===== config.mk =====
export PLATFORM = sky130hd
export DESIGN_NAME = pattern_compare
export DESIGN_NICKNAME = d
export VERILOG_FILES = /design/src/rtl/pattern_compare_pkg.sv /design/src/rtl/pattern_compare.sv
export SDC_FILE = /design/constraint.sdc
export NUM_CORES = 1
export LEC_CHECK = 0
export BUFFER_PORTS_ARGS = -buffer_cell sky130_fd_sc_hd__clkbuf_2
export CAP_MARGIN = 0
export CORE_MARGIN = 3
export CORE_UTILIZATION = 54
export CTS_CLUSTER_DIAMETER = 150
export DETAILED_ROUTE_END_ITERATION = 10
export GPL_TIMING_DRIVEN = 0
export PLACE_DENSITY = 0.9
export SLEW_MARGIN = 15
export SYNTH_ARGS = -nofsm -noshare
export SYNTH_HDL_FRONTEND = slang
export SYNTH_SLANG_ARGS = --single-unit

===== constraint.sdc =====
create_clock -name clock -period 2.46 [get_ports clock]
set_clock_uncertainty 0.05 [all_clocks]
set_input_delay 0.492 -clock clock [delete_from_list [all_inputs] [get_ports clock]]
set_output_delay 0.492 -clock clock [all_outputs]
set_load 0.02 [all_outputs]

===== src/rtl/pattern_compare_pkg.sv =====
// Shared pattern-match definitions: default geometry
// and the search state encoding.
package pattern_compare_pkg;

  localparam int PM_ADDR_W    = 9;
  localparam int PM_DATA_W    = 8;
  localparam int PM_LAST_ADDR = 511;

  typedef enum logic [1:0] {
    IDLE,
    SCAN,
    DONE
  } pm_state_t;

endpackage


===== src/rtl/pattern_compare.sv =====
// Linear masked search over a synchronous-read memory,
// reporting the first matching address.
module pattern_compare
  import pattern_compare_pkg::*;
#(
  parameter int ADDR_W    = PM_ADDR_W,
  parameter int DATA_W    = PM_DATA_W,
  parameter int LAST_ADDR = PM_LAST_ADDR
) (
  input  logic              clock,
  input  logic              reset,
  input  logic              inc_flag,
  input  logic [DATA_W-1:0] pattern,
  input  logic [DATA_W-1:0] pattern_mask,
  output logic [ADDR_W-1:0] mem_addr,
  output logic              mem_rd,
  input  logic [DATA_W-1:0] mem_data,
  output logic              done_flag,
  output logic              match_found,
  output logic [ADDR_W-1:0] match_address
);

  localparam logic [ADDR_W-1:0] LAST =
    ADDR_W'(LAST_ADDR);

  pm_state_t         state;
  logic [DATA_W-1:0] pat_q;
  logic [DATA_W-1:0] mask_q;
  logic [ADDR_W-1:0] dly_addr;
  logic              dly_vld;
  logic              hit;

  assign hit = ((mem_data & mask_q) == pat_q);

  always_ff @(posedge clock or negedge reset) begin
    if (!reset) begin
      state         <= IDLE;
      pat_q         <= '0;
      mask_q        <= '0;
      mem_addr      <= '0;
      mem_rd        <= 1'b0;
      dly_addr      <= '0;
      dly_vld       <= 1'b0;
      done_flag     <= 1'b0;
      match_found   <= 1'b0;
      match_address <= '0;
    end else begin
      unique case (state)
        IDLE: begin
          mem_addr <= '0;
          mem_rd   <= 1'b0;
          dly_vld  <= 1'b0;
          if (inc_flag) begin
            pat_q  <= pattern & pattern_mask;
            mask_q <= pattern_mask;
            mem_rd <= 1'b1;
            state  <= SCAN;
          end
        end
        SCAN: begin
          // Abort outranks a compare landing on the same edge.
          if (!inc_flag) begin
            state    <= IDLE;
            mem_rd   <= 1'b0;
            mem_addr <= '0;
            dly_vld  <= 1'b0;
          end else if (dly_vld &&
                       (hit || dly_addr == LAST)) begin
            state         <= DONE;
            done_flag     <= 1'b1;
            match_found   <= hit;
            match_address <= hit ? dly_addr : LAST;
            mem_rd        <= 1'b0;
            dly_vld       <= 1'b0;
          end else begin
            dly_vld  <= mem_rd;
            dly_addr <= mem_addr;
            if (mem_rd) begin
              if (mem_addr == LAST) begin
                mem_rd <= 1'b0;
              end else begin
                mem_addr <= mem_addr + 1'b1;
              end
            end
          end
        end
        DONE: begin
          if (!inc_flag) begin
            state       <= IDLE;
            done_flag   <= 1'b0;
            match_found <= 1'b0;
            mem_addr    <= '0;
          end
        end
        default: state <= IDLE;
      endcase
    end
  end

endmodule

* After elaboration in Yosys (flattened, before gate mapping) *
Cells that the tools add are included.

word-level totals
  output and inout bits = 21
  input port bits = 27
  logic and storage cells = 67
  bits in registers = 49

operators by class
  equality and inequality tests = 13
  bitwise logic cells = 3
  reduce and logical (&&, ||, !) cells = 12
  add/subtract/negate cells = 1
  muxes and demuxes = 28

operators by type and width
  kind                   number
  $mux W9                6
  $pmux W9 S3            1
  $eq A9 B9 Y1 const B   2
  $and A8 B8 Y8          2
  $mux W1                12
  $ne A3 B3 Y1 const B   4
  $add A9 B1 Y9 const B  1
  $reduce_and A3 Y1      3
  $eq A8 B8 Y1           1
  $mux W2                4
  $ne A2 B2 Y1 const B   4
  $pmux W1 S2            4
  $pmux W2 S3            1
  $reduce_and A5 Y1      1
  $reduce_and A4 Y1      1
  $reduce_bool A2 Y1     2
  $reduce_bool A3 Y1     1
  $eq A2 B1 Y1 const B   1
  $eq A2 B2 Y1 const B   1
  $logic_not A2 Y1       1
  $reduce_and A2 Y1      1
  $logic_and A1 B1 Y1    1
  $logic_or A1 B1 Y1     1
  $not A1 Y1             1

* Depth between registers and ports, before layout *
Gate-level depths: netlist (run 1).

  depth in word-level cells = 7
  depth in mapped cells = 11
  depth with buffers taken out = 11

* Worst setup path after synthesis (run 1) *
OpenSTA, ideal clock, no wires.

  path kind = register -> register
  start point = reg mem_addr[0]
  end point = reg mem_addr[0]
  library setup time = 0.125 ns
  buffers on the path = 0
  arrival time = 2.021 ns
  period minus slack after synthesis = 2.195 ns
  cell stages (with the launch flop) = 11
  path slack = 0.265 ns
  data required time = 2.285 ns
  cells stage by stage = dfrtp_1 -> ha_1 -> nand3_1 -> inv_1 -> nand3_1 -> nor2_1 -> ha_1 -> nor2_1 -> o21ai_1 -> nor3_1 -> mux2_2

on the way
  word-level cells in the longest chain between the ends = 6
  elaborated cells between the ends (all ways) = 9
  classes of those cells = 1 x add/sub; 2 x eq/ne; 5 x mux; 1 x reduce/logical

ends and longest elaborated chain
  element                 RTL line               text
  start, declared         pattern_compare.sv:15  output logic [ADDR_W-1:0] mem_addr,
  start signal, assigned  pattern_compare.sv:82  mem_addr <= mem_addr + 1'b1;
  $add A9 B1 Y9           pattern_compare.sv:82
  $mux W9                 pattern_compare.sv:79  if (mem_addr == LAST) begin
  $mux W9                 pattern_compare.sv:78  if (mem_rd) begin
  $mux W9                 pattern_compare.sv:67  end else if (dly_vld &&
  $mux W9                 pattern_compare.sv:62  if (!inc_flag) begin
  $pmux W9 S3             pattern_compare.sv:48  unique case (state)

Several ways; a longest one is shown, not always the timed one. The select of a mux whose other input is x is not followed.
A chain may end at the register's enable or synchronous reset.

* Worst setup path after layout (run 1) *
  start point = reg mem_addr[0]
  end point = reg mem_addr[6]

Same word-level chain as after synthesis.

==> results, run 1 <==
- The flow ran to the end, and the final reports show no timing, DRC or antenna violations.
- Summing all flip-flop and latch instances after layout gives about 1200 sq um.
- The share of final-layout standard cells stronger than drive strength 1 is 32.7%.
- The data required time at the worst endpoint is around 2.6 ns.
- Dividing total power by cell area gives a power density of ~650 nW/um^2.
- The analysis attributes to net switching a power of around 0.00051 W.
- The number of nets still failing antenna checks after routing is 0.
- Timing would allow up to between 400 and 500 MHz.
- The first-pass GRT wire length is approximately 8300 um.
- The worst path needs roughly 2.3 ns of the cycle, external delays included.
- For the worst setup path, the data arrival time is approximately 2.5 ns.
- The area added between synthesis and finish is 18.9%.
- Counting every sink on the clock net gives ~50.
- Of all flip-flops after synthesis, the portion carrying an async set or reset was between 90% and 100%.
- The kind of end point of the critical path is a flop.
- The most used flip-flop cell after synthesis is sky130_fd_sc_hd__dfrtp_1.
- Setup total negative slack on the finished layout was measured at 0 ns.
- The synthesized netlist occupies a cell area of approximately 2300 sq um.
- The largest net degree at the start of global routing is 50.
- The number of nets handed over by synthesis was about 240.
- The class of the worst hold path is in2async.
- The count of H-tree levels built during CTS is 2.
- Setup violations remaining at the end of the flow were counted as 0.
- The repair_antennas step left the layout with diodes totalling 0.
- The floorplan step set the die width to slightly above 70 um.
- Yosys attributes the largest share of cell area to sky130_fd_sc_hd__dfrtp_1 (54%), sky130_fd_sc_hd__nand2_1 (5.1%), sky130_fd_sc_hd__mux2_2 (5.0%).
- TritonCTS created 5 clock buffers.
- Detailed placement ended at an HPWL of 3580 um.
- The transition time at the pin with the least slew margin is about 0.6 ns.
- The share of total power dissipated in combinational logic is 19.6%.
- The post-layout instance area is between 2000 and 3000 sq um.
- The peak supply drop is about 360 uV.
- The multi-input combinational cells in the finished layout cover a total of 1030 sq um.
- The largest stage delay on the critical path is 0.46 ns.
- The worst path uses 93.4% of the clock period.
- Pin placement for this block handled 48 I/O pins.
- The post-detailed-route DRC marker count is 0.
- The max-slew violation count is 0.
- After floorplanning, the core was divided into 22 placement rows.
- Along the worst path, the maximum fanout reaches 8.
- Walking the worst path, the cells encountered are ha_1 > nand3_1 > inv_1 > nand3_2 > nor2_1 > ha_1 > nor2_4 > o21ai_4 > or3_1 > o311ai_2.
- The synthesized design contains 0 enable-type register cells.
- The CTS tree is yes.
- The number of antenna violations at the first check in global routing was 0.
- Of all cell types, the one taking the most synthesized area is sky130_fd_sc_hd__dfrtp_1.
- The violation count after the first detailed-routing iteration is approximately 170.
- The combined buffer and inverter count along the critical path is 1.
- Once placement finished, the instance area stood at 2560 sq um.
- The all-layer global routing usage is 20.8%.
- The vertical die dimension is slightly above 70 um.
- The slowest stage of the critical path belongs to the cell sky130_fd_sc_hd__dfrtp_2.
- The post-CTS setup repair buffer count is 0.
- The per-instance average area after synthesis is 10.9 sq um.
- The worst slew slack as a fraction of its limit is around three fifths.
- The Yosys step of the flow raised 0 warnings.
- The tree is rooted in a sky130_fd_sc_hd__clkbuf_8.
- In the final routed layout, each cell accounts on average for 16.1 um.
- Clock-pin slew was measured on the worst setup and hold paths at ~0.090 ns.
- The number of instances in the synthesized netlist is approximately 210.
- Net switching is around 29% of the power.
- Sequential cells burn between 50% and 60% of the power.
- The number of hold violations in the final report is 0.
- Setup repair after global routing left no endpoint under its margin.
- Summed over all layers, the routed wires come to approximately 5000 um.
- The later-pin clock latency in the skew report is approximately 0.30 ns.
- The number of global-route vias before repair is 1798.
- No sink is reached through more buffers than the 2 on the longest clock path.
- The worst setup path is of the reg2reg kind.
- The number of port buffers is between 40 and 50.
- The type of origin of the critical path is a flop.
- The region available for standard cell placement spans approximately 3900 sq um.
- The floorplan step defined a die boundary enclosing between 5000 and 6000 sq um.
- The clock network fraction of total power is 25.8%.
- At the end of the flow the core is filled with cells to between 60% and 70%.
- For this run the aggregate overflow at the end of global routing stands at 0.
- The cell internal power dissipation is 0.00125 W.
- After filler insertion, the fill cell instance count of the layout stands at 273.
- The number of vias in the routed layout is around 1.8k.
- The most prevalent standard cell on the critical path is sky130_fd_sc_hd__ha_1.
- The via density per instance is between 5 and 6.
- The library cell used most frequently in the layout, excluding fill and tap cells, is sky130_fd_sc_hd__dfrtp_1.
- At the end of routability-driven placement, the weighted congestion stood at ~0.9.
- In this run the biggest area consumer among cell types represents between 50% and 60% of the synthesized area.
- The number of nets in the layout is ~290.
- The synthesized netlist contains 37 unique library cells.
- Once the floorplan was initialized, standard cells occupied 58.8% of the core.
- Sequential elements use 54.1% of the synthesized area.
- In this design, the largest share of critical-path delay is due to simple AND/OR/NAND/NOR gates.
- The number of maximum-capacitance constraint violations is 0.
- Leaving out fill and tap cells, the most frequent cells in the layout are sky130_fd_sc_hd__dfrtp_1 (47), sky130_fd_sc_hd__clkbuf_2 (46), sky130_fd_sc_hd__nand2_1 (30).
- The analysis attributes to cell leakage a power of 1.33 nW.
- Synthesis inferred between 40 and 50 register bits.
- The first detailed-routing pass took 4 iterations.
==> power by group through the flow <==
stage / Sequential [W] / Combinational, W / Clock (W)
2_1_floorplan: 0.000994 / 0.000197 / 0
3_3_place_gp: 0.000970 / 0.000325 / 0
3_5_place_dp: 0.000977 / 0.000336 / 0
4_1_cts: 0.000961 / 0.000339 / 0.000461
5_1_grt: 0.000977 / 0.000383 / 0.000495
6_report: 0.000963 / 0.000346 / 0.000454
==> flip-flops by register name, indices dropped and copies added, names as in the netlist <==
name	count
match_found	1
pat_q	8
mask_q	8
dly_addr	9
mem_rd	1
dly_vld	1
state	2
match_address	9
done_flag	1
mem_addr	9
==> metrics by stage <==
stage	power, W	std cells	worst slack (ns)	hold WS (ns)
6_report	0.00176	311	0.163	0.147
3_3_place_gp	0.00129	303	0.00930	0.423
4_1_cts	0.00176	311	0.0494	0.360
2_1_floorplan	0.00119	208	0.265	0.146
3_5_place_dp	0.00131	303	-0.0162	0.431
5_1_grt	0.00186	311	0.0335	0.196
==> layer usage <==
metal	vias up	share of wire (%)	global-route usage, %
li1	875	-	-
met1	900	43	28.4
met2	62	49	32.3
met3	9	5.5	4.69
met4	0	1.6	8.56
met5	-	0	0
==> repair_timing <==
action | in CTS | in global routing
setup endpoints to repair | 7 | 9
hold buffers | 0 | 0
resized for setup | 1 | 10
==> synthesized netlist by cell type (2+ instances only) <==
cell type,count
sky130_fd_sc_hd__nand2_1,31
sky130_fd_sc_hd__a21o_1,4
sky130_fd_sc_hd__ha_1,2
sky130_fd_sc_hd__nor3_1,2
sky130_fd_sc_hd__buf_2,2
sky130_fd_sc_hd__o311ai_1,2
sky130_fd_sc_hd__o21ai_1,2
sky130_fd_sc_hd__mux2_2,10
sky130_fd_sc_hd__nand4_1,5
sky130_fd_sc_hd__nor2_1,8
sky130_fd_sc_hd__nand3_1,11
sky130_fd_sc_hd__o22a_1,11
sky130_fd_sc_hd__or3_1,2
sky130_fd_sc_hd__a22o_1,2
sky130_fd_sc_hd__a21oi_1,6
sky130_fd_sc_hd__o21ai_0,16
sky130_fd_sc_hd__and3_1,5
sky130_fd_sc_hd__mux2_4,7
sky130_fd_sc_hd__clkbuf_1,3
sky130_fd_sc_hd__o31ai_1,2
sky130_fd_sc_hd__a211oi_1,2
sky130_fd_sc_hd__dfrtp_1,49
sky130_fd_sc_hd__inv_1,5
sky130_fd_sc_hd__and3b_1,2
sky130_fd_sc_hd__a21boi_0,2
sky130_fd_sc_hd__o211ai_1,4
==> worst paths after layout <==
path | depth (start not counted) | slack (ns) | startpoint | endpoint
min reg2reg | 1 | 0.44 | done_flag | done_flag
min in group clock | 3 | 0.36 | pattern[7] | pat_q[7]
max in group asynchronous | 1 | 1.78 | reset | mem_addr[1]
max reg2reg | 10 | 0.16 | mem_addr[0] | mem_addr[6]
min | 1 | 0.15 | reset | pat_q[7]
max | 10 | 0.16 | mem_addr[0] | mem_addr[6]
==> cell families after synthesis <==
kind of cell | Yosys count | synth area share (%)
muxes | 17 | 9.61
DFF | 49 | 54.1
adders and majority gates | 2 | 1.10
buffers and inverters | 12 | 2.43
and+or+nand+nor | 70 | 14.8
AOI/OAI and AO/OA | 58 | 17.9
==> area by class of cell <==
type,instances,share of cell area [%]
clock buffers,7,2.83
well taps,48,2.23
inverters,5,0.697
plain buffers,7,1.35
clock inverters,1,0.279
flip-flops and latches,49,45.6
multi-input cells,147,38.2
repair buffers,47,8.82
(Power assumes the default switching activity.)
==> run 2, diff against run 1 <==
--- a/config.mk
+++ b/config.mk
@@ -14,4 +14,5 @@
 export GPL_TIMING_DRIVEN = 0
 export PLACE_DENSITY = 0.9
+export REMOVE_ABC_BUFFERS = 1
 export SLEW_MARGIN = 15
 export SYNTH_ARGS = -nofsm -noshare
==> constraint.sdc (replaced) <==
create_clock -name clock -period 2.46 [get_ports clock]
set_clock_uncertainty 0.05 [all_clocks]
set_input_delay 0.246 -clock clock [delete_from_list [all_inputs] [get_ports clock]]
set_output_delay 0.246 -clock clock [all_outputs]
set_load 0.02 [all_outputs]
==> results, run 2 (same netlist as run 1, synthesis figures left out) <==
- The number of global-route vias before repair is approximately 1.7k.
- The share of the clock period used by the worst path is approximately 93%.
- Dividing total power by cell area gives a power density of 704 nW/um^2.
- The H-tree was split into 2 levels.
- Cell internal power was estimated by the tool at approximately 0.0014 W.
- Before antenna repair, the detailed router went through 4 iterations.
- In this run the vertical extent of the chip is between 70 and 80 um.
- Summed over all layers, the global routing overflow is 0.
- The largest fanout of any net on the critical path is 8.
- The core region is 3850 sq um.
- In the layout the commonest cells are sky130_fd_sc_hd__dfrtp_1 (48), sky130_fd_sc_hd__clkbuf_2 (46), sky130_fd_sc_hd__nand2_1 (30).
- The maximum frequency from static timing analysis is approximately 440 MHz.
- At the pin with the least slew margin, the transition time is 0.938 ns.
- The number of nets in the layout is 285.
- The peak supply drop is approximately 310 uV.
- The filler cells instantiated in the layout total approximately 280.
- Leaving out fill and tap cells, the most frequent cell in the layout is sky130_fd_sc_hd__dfrtp_1.
- The combined buffer and inverter count along the critical path is 1.
- Measured along the x axis, the die boundary spans about 71 um.
- Setup repair after global routing left no endpoint under its margin.
- The dominant delay contributor by cell family on the critical path is simple AND/OR/NAND/NOR gates.
- between 40 and 50 I/O pins were placed.
- The later-pin clock latency in the skew report is 0.30 ns.
- After layout, the worst setup slack is between 0.15 and 0.2 ns.
- The run finished with clean final reports.
- Once the floorplan was initialized, standard cells occupied just under 60% of the core.
- Max-cap violations in this run came to 0.
- In the global route stage, overall resource usage came out at about a fifth.
- The via density per instance is 5.91.
- The power share of the sequential group is between 50% and 60%.
- The max-slew violation count was 0.
- The total net switching power is between 0.0005 and 0.0006 W.
- Detailed placement ended at an HPWL of between 3000 and 4000 um.
- Data on the critical path arrives at its endpoint at ~2.4 ns.
- The class of the worst hold path is in2reg.
- The area of the die is around 5000 sq um.
- The cell at the root of the clock tree is sky130_fd_sc_hd__clkbuf_8.
- Measured on the finished design, the core utilization comes to between 60% and 70%.
- The number of hold violations in the final report is 0.
- The leakage component of the power is ~1.3 nW.
- Dividing the detail-routed wire length by the instance count gives around 16 um.
- The final hold slack is 0.115 ns.
- Timing analysis after detailed placement gives a worst setup slack of between 0.004 and 0.005 ns.
- The first global-routing pass estimated roughly 8000 um of wire.
- The worst setup path is launched from a flop.
- After clock tree synthesis, the setup repair step added 0 buffers.
- The critical path is of the reg2reg type.
- The repair_antennas step left the layout with diodes totalling 0.
- The row count is 22.
- The worst path needs ~2.3 ns of the cycle, external delays included.
- The placer congestion estimate is approximately 0.83.
- Entering global routing, the biggest net connects 50 pins.
- The number of nets still failing antenna checks after routing is 0.
- STA classifies the critical path endpoint as a flop.
- Setup violations remaining at the end of the flow were counted as 0.
- Of the cells placed in the final design, the portion with a size suffix greater than 1 is 31.9%.
- The accumulated negative setup slack is 0 ns.
- Traced cell by cell, the critical path runs through ha_1 > nand3_1 > inv_1 > nand3_1 > nor2_1 > ha_1 > nor2_2 > o21ai_4 > or3_1 > o311ai_1.
- For this run, the slowest stage of the critical path takes between 0.4 and 0.5 ns.
- The buffer depth of the longest clock path is 2.
- The clock network is responsible for around 31% of the overall power.
- In this run the tool buffered the top-level ports with 47 buffer cells.
- Of the total power, combinational logic draws 17.8%.
- Measured against its own limit, the worst slew margin works out to 37.3%.
- In the routed design, unresolved DRC markers number 0.
- The clock sink count is between 40 and 50.
- The final route contains 1802 vias.
- After detailed routing, the met3 layer carries ~220 um of wire.
- The number of antenna violations at the first check in global routing is 0.
- The number of clock buffers inserted by TritonCTS is 5.
- After detailed routing, the wire length on met1 is between 2000 and 2500 um.
- The data required time at the worst endpoint is approximately 2.6 ns.
- The largest registers in the layout are dly_addr: 9 flops, match_address: 9 flops, mem_addr: 9 flops.
- After clock tree synthesis, the clock-pin slew on the worst setup and hold paths is about 0.080 ns.
- The highest signal layer in the routed design is met4.
- The final routed wirelength across all metal layers is just under 5000 um.
- In this run, the number of DRC markers left after iteration 0 of detailed routing was about 130.
- In the detailed route, the total length drawn on met2 is 2390 um.
- The switching fraction of total power is a little over a quarter.
- The area added between synthesis and finish is 18.4%.
- TritonCTS built the clock tree.
- The slowest stage of the critical path is the sky130_fd_sc_hd__dfrtp_2 cell.
==> run 2: cell count changes in the layout (fill, tap and decap cells not counted), sizes merged <==
cell,change
clkinvlp,-1
bufinv,+1
buf,-4
dlygate4sd3,+1
clkbuf,-3
==> run 2: area by class of cell <==
cell class	count	area, sq um	share of cell area, %
well taps	48	60.1	2.24
clock inverters	1	30.0	1.12
multi-input cells	147	1010	37.7
inverters	5	18.8	0.700
flip-flops and latches	49	1230	45.8
repair buffers	48	248	9.24
clock buffers	7	86.3	3.22
==> run 2: final timing paths <==
| path | from | endpoint | slack, ns | depth (start not counted) |
|---|---|---|---|---|
| worst max-delay path | mem_addr[0] | mem_addr[6] | 0.17 | 10 |
| worst min-delay path | pattern[5] | pat_q[5] | 0.12 | 3 |
| min in group asynchronous | reset | pat_q[7] | 0.47 | 2 |
| worst min register to register | done_flag | done_flag | 0.44 | 1 |
| max in group asynchronous | reset | mem_addr[0] | 1.47 | 2 |
| worst max register to register | mem_addr[0] | mem_addr[6] | 0.17 | 10 |
==> run 2: per-layer routing <==
layer  GRT usage (%)  up-vias
met4            9.39        0
met1            26.4      887
met3            3.13       10
li1                -      858
met2            32.7       47
met5               0        -
==> run 2: worst min-delay path: cells and delay by family <==
kind            cells  cell delay [ns]
simple gates        1             0.05
buf+inv             1             0.08
compound gates      1             0.06
==> run 2: power groups by stage <==
stage / logic, W / registers [W] / clock network, W
final: 0.000337 / 0.000964 / 0.000587
after global routing: 0.000370 / 0.000980 / 0.000624
after CTS: 0.000332 / 0.000963 / 0.000594
after detailed placement: 0.000328 / 0.000979 / 0
after global placement: 0.000313 / 0.000972 / 0
after floorplan: 0.000187 / 0.000996 / 0
==> run 2: through the flow <==
stage	total power [W]	instances	instance area [sq um]
after detailed placement	0.00131	296	2520
after floorplan	0.00118	201	2230
after global routing	0.00197	305	2680
after global placement	0.00129	296	2520
after CTS	0.00189	304	2650
final	0.00189	305	2680
==> run 2: repair_timing <==
action                                  CTS  global route
cloned                                    0             0
resized for setup                         1             7
endpoints found under the hold margin     0            49
endpoints found under the setup margin    6            20
hold buffers                              0             1
